**src/rtl/stream_share_ctrl_pkg.sv**
```systemverilog
// stream_share_ctrl_pkg: width helpers shared by the stream sharing controller and its FIFOs.
//   clog2     - ceiling log2 usable in parameter expressions
//   ch_width  - index width of at least one bit (channel tags, FIFO pointers, gap counter)
//   ch_lsb    - bit offset of channel ch inside a flattened per-channel bus
package stream_share_ctrl_pkg;

    function automatic int clog2(input int n);
        int r;
        r = 0;
        while ((1 << r) < n) r++;
        return r;
    endfunction

    function automatic int ch_width(input int n);
        return (clog2(n) < 1) ? 1 : clog2(n);
    endfunction

    function automatic int ch_lsb(input int ch, input int width);
        return ch * width;
    endfunction

endpackage

```
**src/rtl/sync_fifo.sv**
```systemverilog
// sync_fifo: single-clock FIFO, DEPTH a power of two >= 2, asynchronous active-high reset.
//   clk, rst      clock and reset (reset empties the FIFO)
//   push, wdata   write request and data; ignored when full unless the same cycle also pops
//   pop           read request; ignored when empty
//   rdata         head entry (valid while !empty)
//   full, empty   occupancy status
module sync_fifo
    import stream_share_ctrl_pkg::*;
#(
    parameter int WIDTH = 8,
    parameter int DEPTH = 4
) (
    input  logic             clk,
    input  logic             rst,
    input  logic             push,
    input  logic             pop,
    input  logic [WIDTH-1:0] wdata,
    output logic [WIDTH-1:0] rdata,
    output logic             full,
    output logic             empty
);
    localparam int AW = ch_width(DEPTH);

    logic [WIDTH-1:0] mem [DEPTH];
    logic [AW:0]      wptr;
    logic [AW:0]      rptr;
    logic             do_push;
    logic             do_pop;

    // Pointers carry one wrap bit so full and empty are distinguishable.
    assign empty   = wptr == rptr;
    assign full    = (wptr[AW-1:0] == rptr[AW-1:0]) && (wptr[AW] != rptr[AW]);
    assign do_pop  = pop && !empty;
    // A pop frees the head slot on the same edge, so a full FIFO can still accept.
    assign do_push = push && (!full || do_pop);
    assign rdata   = mem[rptr[AW-1:0]];

    always_ff @(posedge clk or posedge rst) begin
        if (rst) begin
            wptr <= '0;
            rptr <= '0;
        end else begin
            if (do_push) wptr <= wptr + (AW+1)'(1);
            if (do_pop) rptr <= rptr + (AW+1)'(1);
        end
    end

    always_ff @(posedge clk) begin
        if (do_push) mem[wptr[AW-1:0]] <= wdata;
    end

endmodule

```
**src/rtl/stream_share_ctrl.sv**
```systemverilog
// stream_share_ctrl: time-shares one in-order streaming DSP block between N_CHANNELS sample streams.
//   clk, rst                   clock, asynchronous active-high reset (shared block must be reset too)
//   in_data, in_nd             flattened per-channel samples (channel c at [c*WIDTH +: WIDTH]) and strobes
//   dsp_in_data, dsp_in_nd     registered sample and strobe into the shared block
//   dsp_out_data, dsp_out_nd   result and strobe from the shared block
//   out_data, out_nd, out_ch   registered routed result, one-cycle strobe, originating channel
//   overflow                   sticky per-channel flag: a sample was dropped on a full FIFO
//   tag_error                  sticky flag: a result arrived with nothing in flight
module stream_share_ctrl
    import stream_share_ctrl_pkg::*;
#(
    parameter  int WIDTH      = 32,
    parameter  int N_CHANNELS = 2,
    parameter  int FIFO_DEPTH = 4,
    parameter  int TAG_DEPTH  = 8,
    parameter  int MIN_GAP    = 0,
    localparam int CH_W       = ch_width(N_CHANNELS)
) (
    input  logic                       clk,
    input  logic                       rst,
    input  logic [N_CHANNELS*WIDTH-1:0] in_data,
    input  logic [N_CHANNELS-1:0]      in_nd,
    output logic [WIDTH-1:0]           dsp_in_data,
    output logic                       dsp_in_nd,
    input  logic [WIDTH-1:0]           dsp_out_data,
    input  logic                       dsp_out_nd,
    output logic [WIDTH-1:0]           out_data,
    output logic                       out_nd,
    output logic [CH_W-1:0]            out_ch,
    output logic [N_CHANNELS-1:0]      overflow,
    output logic                       tag_error
);
    localparam int GAP_W = ch_width(MIN_GAP + 1);

    logic [N_CHANNELS-1:0] fifo_empty;
    logic [N_CHANNELS-1:0] fifo_full;
    logic [N_CHANNELS-1:0] grant;
    logic [WIDTH-1:0]      fifo_q [N_CHANNELS];
    logic [CH_W-1:0]       last;
    logic [CH_W-1:0]       pick;
    logic [CH_W-1:0]       cand;
    logic [CH_W-1:0]       tag_q;
    logic                  found;
    logic                  issue;
    logic                  tag_full;
    logic                  tag_empty;
    logic                  tag_pop;
    logic [GAP_W-1:0]      gap;

    for (genvar c = 0; c < N_CHANNELS; c++) begin : g_ch
        sync_fifo #(.WIDTH(WIDTH), .DEPTH(FIFO_DEPTH)) u_fifo (
            .clk   (clk),
            .rst   (rst),
            .push  (in_nd[c]),
            .pop   (grant[c]),
            .wdata (in_data[ch_lsb(c, WIDTH) +: WIDTH]),
            .rdata (fifo_q[c]),
            .full  (fifo_full[c]),
            .empty (fifo_empty[c])
        );
    end

    // Tag FIFO mirrors the shared block's in-order pipeline: one channel index per sample in flight.
    sync_fifo #(.WIDTH(CH_W), .DEPTH(TAG_DEPTH)) u_tags (
        .clk   (clk),
        .rst   (rst),
        .push  (issue),
        .pop   (tag_pop),
        .wdata (pick),
        .rdata (tag_q),
        .full  (tag_full),
        .empty (tag_empty)
    );

    assign tag_pop = dsp_out_nd && !tag_empty;

    // Round-robin: first non-empty channel found searching upward from last+1, wrapping.
    always_comb begin
        pick  = last;
        cand  = '0;
        found = 1'b0;
        for (int i = 1; i <= N_CHANNELS; i++) begin
            cand = CH_W'((int'(last) + i) % N_CHANNELS);
            if (!found && !fifo_empty[cand]) begin
                found = 1'b1;
                pick  = cand;
            end
        end
        issue       = found && !tag_full && (gap == '0);
        grant       = '0;
        grant[pick] = issue;
    end

    always_ff @(posedge clk or posedge rst) begin
        if (rst) begin
            last        <= CH_W'(N_CHANNELS - 1);
            gap         <= '0;
            dsp_in_data <= '0;
            dsp_in_nd   <= 1'b0;
            out_data    <= '0;
            out_nd      <= 1'b0;
            out_ch      <= '0;
            overflow    <= '0;
            tag_error   <= 1'b0;
        end else begin
            if (issue) last <= pick;
            gap <= issue ? GAP_W'(MIN_GAP) : ((gap != '0) ? gap - GAP_W'(1) : gap);
            dsp_in_nd <= issue;
            if (issue) dsp_in_data <= fifo_q[pick];
            // A push onto a full FIFO survives only when the same edge pops it.
            overflow <= overflow | (in_nd & fifo_full & ~grant);
            out_nd <= tag_pop;
            if (tag_pop) begin
                out_data <= dsp_out_data;
                out_ch   <= tag_q;
            end
            tag_error <= tag_error | (dsp_out_nd & tag_empty);
        end
    end

endmodule

```
**config.mk**
```make
export PLATFORM = sky130hd
export DESIGN_NAME = stream_share_ctrl
export DESIGN_NICKNAME = d
export VERILOG_FILES = /design/src/rtl/stream_share_ctrl_pkg.sv /design/src/rtl/sync_fifo.sv /design/src/rtl/stream_share_ctrl.sv
export SDC_FILE = /design/constraint.sdc
export NUM_CORES = 1
export LEC_CHECK = 0
export ABC_CLOCK_PERIOD_IN_PS = 3700
export CAP_MARGIN = 15
export CORE_ASPECT_RATIO = 1.2
export CORE_MARGIN = 2
export CORE_UTILIZATION = 35
export DETAILED_ROUTE_END_ITERATION = 12
export PLACE_DENSITY = 0.6
export SETUP_SLACK_MARGIN = 0.1
export SYNTH_ARGS = -nofsm -noshare
export SYNTH_HDL_FRONTEND = slang
export SYNTH_SLANG_ARGS = --single-unit
```
**constraint.sdc**
```tcl
create_clock -name clk -period 3.7 [get_ports clk]
set_clock_uncertainty 0.2 [all_clocks]
set_input_delay 0.37 -clock clk [delete_from_list [all_inputs] [get_ports clk]]
set_output_delay 0.37 -clock clk [all_outputs]
set_load 0.1 [all_outputs]
```
==> results of run 1 <==
==> kinds of logic after synthesis <==
kind of cell,share of synthesized area [%]
xor+xnor,1.88
flops,70.1
compound gates,7.62
simple gates,1.96
fa+ha+maj,1.03
mux,13.8
buf+inv,3.60
==> path summary, 6_finish.rpt <==
path                                   startpoint                        end  slack (ns)  cells after the start
setup / recovery                   u_tags.wptr[0]   g_ch[0].u_fifo.mem[1][6]        0.79                      5
hold / removal                                rst                out_data[2]        0.05                      2
setup reg to reg                   u_tags.wptr[0]   g_ch[0].u_fifo.mem[1][6]        0.79                      5
hold reg to reg            g_ch[1].u_fifo.rptr[2]     g_ch[1].u_fifo.rptr[2]        0.29                      1
max in group asynchronous                     rst                       last        2.54                      3
min in group clk                      in_data[53]  g_ch[1].u_fifo.mem[1][21]        0.27                      1
==> metal layers <==
| metal | wire length, um | vias to the layer above |
|---|---|---|
| li1 | - | 3444 |
| met1 | 13200 | 3842 |
| met2 | 16000 | 280 |
| met3 | 2110 | 42 |
| met4 | 632 | 2 |
| met5 | 12 | - |
==> worst register-to-register path: stages, from the launching register on <==
cell      delay (ns)
dfrtp_1         0.57
xor2_2          0.35
nor4_4          0.12
a221oi_4        0.38
and2_1          0.55
buf_4           0.42
==> synthesized netlist by cell type (10+ instances only) <==
cell type / count / area (sq um)
a2111oi_0: 54 / 473
inv_1: 41 / 154
a2111oi_1: 10 / 100
buf_2: 14 / 70.1
mux4_2: 66 / 1490
xnor2_1: 11 / 96.3
mux2_4: 28 / 420
edfxtp_1: 264 / 7930
dfrtp_1: 90 / 2250
a211oi_1: 23 / 173
clkbuf_1: 25 / 93.8
buf_6: 14 / 158
ha_1: 12 / 150
a211oi_2: 10 / 125
==> layout make-up <==
| class | instances | share of cell area, % |
|---|---|---|
| Timing Repair Buffer | 192 | 10.5 |
| Clock inverter | 14 | 0.676 |
| Sequential cell | 355 | 56.8 |
| Multi-Input combinational cell | 304 | 21.4 |
| Tap cell | 539 | 3.75 |
| Inverter | 43 | 0.912 |
| Clock buffer | 56 | 5.90 |
==> flip-flops by register name, summed over array words and instances, names as in the netlist <==
register	count
last	1
overflow	2
dsp_in_nd	1
g_ch.u_fifo.wptr	6
out_data	32
dsp_in_data	32
u_tags.mem	8
tag_error	1
out_nd	1
u_tags.rptr	4
g_ch.u_fifo.mem	256
g_ch.u_fifo.rptr	6
out_ch	1
u_tags.wptr	4
==> per-stage QoR <==
| step | hold WS [ns] | setup WS (ns) |
|---|---|---|
| CTS | 0.0570 | 0.766 |
| finish | 0.0540 | 0.788 |
| detailed placement | 0.288 | 0.768 |
| global route | 0.0823 | 0.583 |
| floorplan | 0.264 | 0.468 |
| global placement | 0.263 | 0.816 |
==> metrics, run 1 <==
FP Rows=81; worst setup path category=flip-flop to flip-flop; max-cap violations=0; max incr delay on CP=0.57 ns; post-synthesis cell type count=between 50 and 60; Top FF cell, synth=edfxtp_1; Area Overhead vs Synth=23.4%; most frequent cells in the layout=edfxtp_1, clkdlybuf4s50_1, dfrtp_1; WP data arrival=2.91 ns; setup TNS=0 ns; Post-Syn Nets=a little under 900; Via density=5.06; Tmin final=around 2.9 ns; commonest non-fill, non-tap cell in the layout=edfxtp_1; vias in the first global route=7947; DR iter-0 viols=442; total CTS buffers=39; fin area=18000 sq um; CTS Sinks=355; via count=7610; M3 GR Usage=3.10%; antenna violations before repair=1; Slowest cell on crit path=dfrtp_1; Ports=between 150 and 200; fraction of final layout cells sized beyond drive strength 1=21.9%; FMAX=between 300 and 400 MHz; RePlAce Congestion=0.779; DRC viols=0; post-synthesis average cell area=19.1 sq um; area of the die=about 43000 sq um; Seq cells post-synth=355; Clock transition at path regs=0.06 ns; CP Launch Type=flip-flop; core box area=40900 sq um; fill count=3577; die extent in x=~190 um; Detailed Route WL=around 32 mm; fin. max-slew vios=0; worst slew pin tran=1.04 ns; placed insts=1432; Setup Buffers After CTS=0; Longest Clk Path Bufs=3; htree depth=2; final hold vios=0; Top delay family on crit path=simple AND/OR/NAND/NOR gates; Post-layout nets=1048; worst min path class=primary input to asynchronous set/reset pin; DP HPWL=between 20 and 25 mm; Post-Syn Area=14600 sq um; Die H=227 um; antenna-violating nets left=0; Initial Util=35.5%; synthesized instance count=761; Ys Warns=0; Crit path buffers/inverters=1; RSZ-0062 raised after global routing=false; Global Route Usage Sum=14.6%; Global Route met2 Usage=25.3%; Initial DRT Pass Iterations=8; placed cell area=between 15000 and 20000 sq um; CTS Hold Buffers Added=0; multi-input logic area=3850 sq um; Worst setup EP type=flip-flop; CTS tree=done; status=finished, final reports clean; Async S/R FF share, synth=25.6%; first-pass GRT wire length=between 40 and 50 mm; Critical Path RT=3.70 ns; root buffer cell=clkbuf_16; met1 usage=18.7%; number of synthesized flops with an enable pin=264; cells along the critical path=xor2_2 -> nor4_4 -> a221oi_4 -> and2_1 -> buf_4; post-synthesis sequential area ratio=70.1%; Buffers on Ports=170; register area=10200 sq um; post-route insts no fill=1503; n_diodes=0; max_slew headroom=30.7%; CP max FO=21; final core utilization=43.9%; grt ovf=0; period utilisation layout=78.7%; clk_lat worst skew=between 0.5 and 0.6 ns; largest net degree at the start of global routing=67; WL/cell=21.2 um; setup violators final=0; busiest grt layer=met2; CTS resizes=0
Power of run 1 is left out: the tool's default activity adds up to more than one toggle a clock period on the data nets, which glitch-free logic cannot reach.
==> run 2, diff against run 1 <==
Settings changed: ABC_CLOCK_PERIOD_IN_PS 3700 to 2550, PLACE_DENSITY 0.6 to 0.62.
Clock period 3.7 ns to 2.55 ns, I/O delays scaled along.
==> run 2 against run 1 <==
Against the previous run: global-route usage up 0.61 points; sequential share of layout area down 1.5 points; clock-buffer cell count down 10; worst hold slack better by 0.087 ns; largest cell class unchanged; non-clock buffer count up 43; register-to-register slack worse by 0.71 ns; die area unchanged; worst setup slack worse by 0.71 ns; flip-flop and latch count unchanged; utilization up 1.2 points.
==> metrics, run 2 (same netlist as run 1, synthesis figures left out) <==
Die H=around 230 um; Initial Util=35.5%; CTS Sinks=355; worst slew pin tran=~0.93 ns; worst r2r path cells=5; DR iter-0 viols=between 400 and 500; Via density=5.09; max_slew headroom=37.7%; CP Launch Type=flip-flop; Global Route Usage Sum=15.2%; grt ovf=0; commonest non-fill, non-tap cell in the layout=edfxtp_1; root buffer cell=clkbuf_16; Ports=171; Initial DRT Pass Iterations=5; fill count=3570; WP data arrival=2.55 ns; DRC viols=0; fin. max-slew vios=0; Post-layout nets=1090; Area Overhead vs Synth=26.8%; htree depth=2; setup violators final=0; Worst setup EP type=flip-flop; worst min path class=primary input to flip-flop; area of the die=roughly 43000 sq um; most frequent cells in the layout=edfxtp_1, buf_4, clkdlybuf4s50_1; Longest Clk Path Bufs=3; Worst Setup EP=g_ch[0].u_fifo.mem[0][25]; cells along the critical path=xor2_2 -> nor4_1 -> a221oi_4 -> and2_2 -> buf_12; first-pass GRT wire length=between 40 and 50 mm; die extent in x=about 190 um; CP max FO=17; period utilisation layout=96.8%; final hold vios=0; Detailed Route WL=33.1 mm; RSZ-0062 raised after global routing=true; fraction of final layout cells sized beyond drive strength 1=34.0%; FP Rows=between 80 and 90; antenna-violating nets left=0; WL/cell=21.4 um; Critical Path RT=2.63 ns; clk_lat worst skew=between 0.5 and 0.6 ns; CTS tree=done; largest net degree at the start of global routing=46; worst slack, placed=0.0295 ns; n_diodes=0; setup TNS=0 ns; Crit Reg-Reg Endpoint=g_ch[0].u_fifo.mem[0][25]; Worst R2R Start=g_ch[0].u_fifo.wptr[1]; vias in the first global route=8216; hold depth=2; CP startpoint=g_ch[0].u_fifo.wptr[1]; setup ws final=0.0810 ns; status=finished, final reports clean; Buffers on Ports=170; total CTS buffers=38; max-cap violations=0; DP HPWL=21.8 mm; core box area=40900 sq um; Tmin final=around 2.5 ns; RePlAce Congestion=0.788; Reg2Reg Setup Slack=about 0.081 ns; Slowest cell on crit path=nor4_1; final core utilization=45.1%; FMAX=405 MHz; antenna violations before repair=1; max incr delay on CP=0.72 ns; worst setup path category=flip-flop to flip-flop; max reg flops=256; Clock transition at path regs=0.06 ns; via count=~7900
## run 2: cell types whose count changed in the layout (fill, tap and decap cells not counted), moves of 4 or more
cell             delta
a2111oi_2           +7
buf_4             +102
buf_12             +11
bufinv_16           +5
a2111oi_1           +5
a2111oi_0          -12
and3b_4             +4
and3b_1             -4
clkdlybuf4s50_1    -70
clkbuf_1            -8
## run 2: layout make-up
type | instances | area, sq um | share of cell area, %
clock inverter | 22 | 262 | 1.42
sequential | 355 | 10200 | 55.3
inverter | 43 | 165 | 0.895
tap | 539 | 674 | 3.66
clock buffer | 46 | 1000 | 5.43
timing repair buffer | 235 | 2170 | 11.7
multi-input combinational | 304 | 3970 | 21.5
## run 2: worst min-delay path by stage
stage	startpoint	endpoint	slack [ns]
finish	dsp_out_data[11]	out_data[11]	0.14
global placement	overflow[1]	overflow[1]	0.25
global route	dsp_out_data[11]	out_data[11]	0.13
floorplan	in_data[0]	g_ch[0].u_fifo.mem[0][0]	0.15
CTS	dsp_out_data[11]	out_data[11]	0.12
detailed placement	overflow[1]	overflow[1]	0.27
## run 2: timing repair
item / CTS / global route
gates resized for setup: 5 / 16
gates cloned: 0 / 0
setup endpoints to repair: 217 / 270
pin swaps: 1 / 0
hold buffers: 1 / 0
hold endpoints to repair: 12 / 0
setup buffers: 2 / 0
## run 2: worst max-delay path: cells and delay by family, from the launching register on
family / cells / cell delay, ns
simple gates: 2 / 1.03
flops: 1 / 0.41
xor+xnor: 1 / 0.22
compound gates: 1 / 0.18
buf+inv: 1 / 0.17
## run 2: stage by stage
step                cells  cell area, sq um  hold WS [ns]
floorplan             761             14700         0.154
global placement     1473             17100         0.247
detailed placement   1473             17100         0.268
CTS                  1544             18400         0.116
global route         1544             18400         0.130
finish               1544             18400         0.141
## run 2: routing by layer
layer | GRT usage [%] | part of all wire, %
met5 | 0 | 0.039
met4 | 5.58 | 2.9
met3 | 3.14 | 5.9
met2 | 25.7 | 50
met1 | 19.5 | 42
Power of run 2 is left out for the same reason.
==> run 3, diff against run 2 <==
Settings changed: CAP_MARGIN 15 to 20, PLACE_DENSITY 0.62 to 0.59.
==> run 3 against run 2 <==
Against the previous run: critical path depth down 1; wire length down 1.1%; utilization down 0.092 points; first-iteration DRC count down 21%; register-to-register slack better by 0.03 ns; die area unchanged.
==> metrics, run 3 (same netlist as run 1, synthesis figures left out) <==
Initial DRT Pass Iterations=4; Buffers on Ports=170; CTS Sinks=355; WL/cell=21.1 um; core box area=40900 sq um; CP max FO=32; area of the die=43200 sq um; vias in the first global route=8007; final hold vios=0; RePlAce Congestion=approximately 0.8; htree depth=2; Worst setup EP type=flip-flop; Initial Util=35.5%; max_slew headroom=36.2%; Detailed Route WL=32.7 mm; Die H=227 um; Area Overhead vs Synth=26.5%; fin. max-slew vios=0; grt ovf=0; fraction of final layout cells sized beyond drive strength 1=33.9%; worst slew pin tran=between 0.9 and 1 ns; DP HPWL=21.5 mm; most frequent cells in the layout=edfxtp_1, buf_4, clkdlybuf4s50_1; total CTS buffers=38; Worst R2R Start=g_ch[0].u_fifo.rptr[2]; CP Launch Type=flip-flop; Longest Clk Path Bufs=3; DR iter-0 viols=379; Ports=171; worst setup path category=flip-flop to flip-flop; Post-layout nets=1090; multi-input logic area=3970 sq um; FP Rows=81; root buffer cell=clkbuf_16; antenna-violating nets left=0; period utilisation layout=between 90% and 100%; Tmin final=2.44 ns; first-pass GRT wire length=48.7 mm; placed insts=1474; CTS tree=done; max reg flops=256; setup TNS=0 ns; Critical Path RT=2.50 ns; post-route insts no fill=1546; RSZ-0062 raised after global routing=true; fill count=approximately 3600; worst slack, placed=0.0443 ns; CP startpoint=g_ch[0].u_fifo.rptr[2]; DRC viols=0; clk_lat worst skew=0.53 ns; largest net degree at the start of global routing=53; Clock transition at path regs=0.06 ns; FMAX=410 MHz; status=finished, final reports clean; n_diodes=0; hold_sp=dsp_out_data[18]; worst min path class=primary input to flip-flop; Global Route Usage Sum=15.1%; antenna violations before repair=0; register area=between 10000 and 15000 sq um; setup ws final=0.111 ns; WP data arrival=2.39 ns; commonest non-fill, non-tap cell in the layout=edfxtp_1; max-cap violations=0; via count=7808; die extent in x=190 um; setup violators final=0; Via density=5.05
## run 3: cell count changes in the layout (fill, tap and decap cells not counted), sizes merged
cell / previous run / this run
clkinv: 15 / 18
clkbuf: 46 / 50
buf: 134 / 133
clkinvlp: 1 / 2
bufinv: 6 / 1
## run 3: path summary, 6_finish.rpt
| kind | to | slack, ns | depth (start not counted) |
|---|---|---|---|
| min reg2reg | out_ch | 0.28 | 2 |
| min | out_data[18] | 0.15 | 2 |
| max in group asynchronous | g_ch[0].u_fifo.rptr[0] | 0.93 | 4 |
| min in group asynchronous | dsp_in_data[14] | 0.48 | 3 |
| max | g_ch[1].u_fifo.mem[3][10] | 0.11 | 4 |
| max reg2reg | g_ch[1].u_fifo.mem[3][10] | 0.11 | 4 |
## run 3: what timing repair did
action | in CTS | in global routing
hold buffers | 1 | 0
cloned | 0 | 1
hold endpoints to repair | 13 | 0
setup buffers | 0 | 0
setup endpoints to repair | 129 | 240
gates resized for setup | 2 | 22
## run 3: per-stage QoR
stage	utilization, %	cell area [sq um]	hold WS [ns]
2_1_floorplan	-	14700	0.154
3_3_place_gp	41.8	17100	0.248
3_5_place_dp	41.8	17100	0.264
4_1_cts	44.7	18300	0.116
5_1_grt	45.0	18400	0.129
6_report	45.0	18400	0.145
## run 3: area by class of cell
class	count	share of cell area (%)
clock inverter	21	0.802
sequential	355	55.4
inverter	43	0.897
timing repair buffer	235	11.9
clock buffer	49	5.73
tap	539	3.66
multi-input combinational	304	21.5
## run 3: layer usage
layer	up-vias	track usage [%]	routed length, um
met3	53	2.87	1960
met4	0	4.80	882
met5	-	0	0
met1	3964	19.8	13900
li1	3534	-	-
met2	257	25.3	15900
## run 3: critical path: stages, from the launching register on
cell and delay, ns:
dfrtp_1 0.42, xor2_1 0.21, o31ai_2 0.37, a21oi_2 0.14
and3b_4 0.69
Power of run 3 is left out for the same reason.
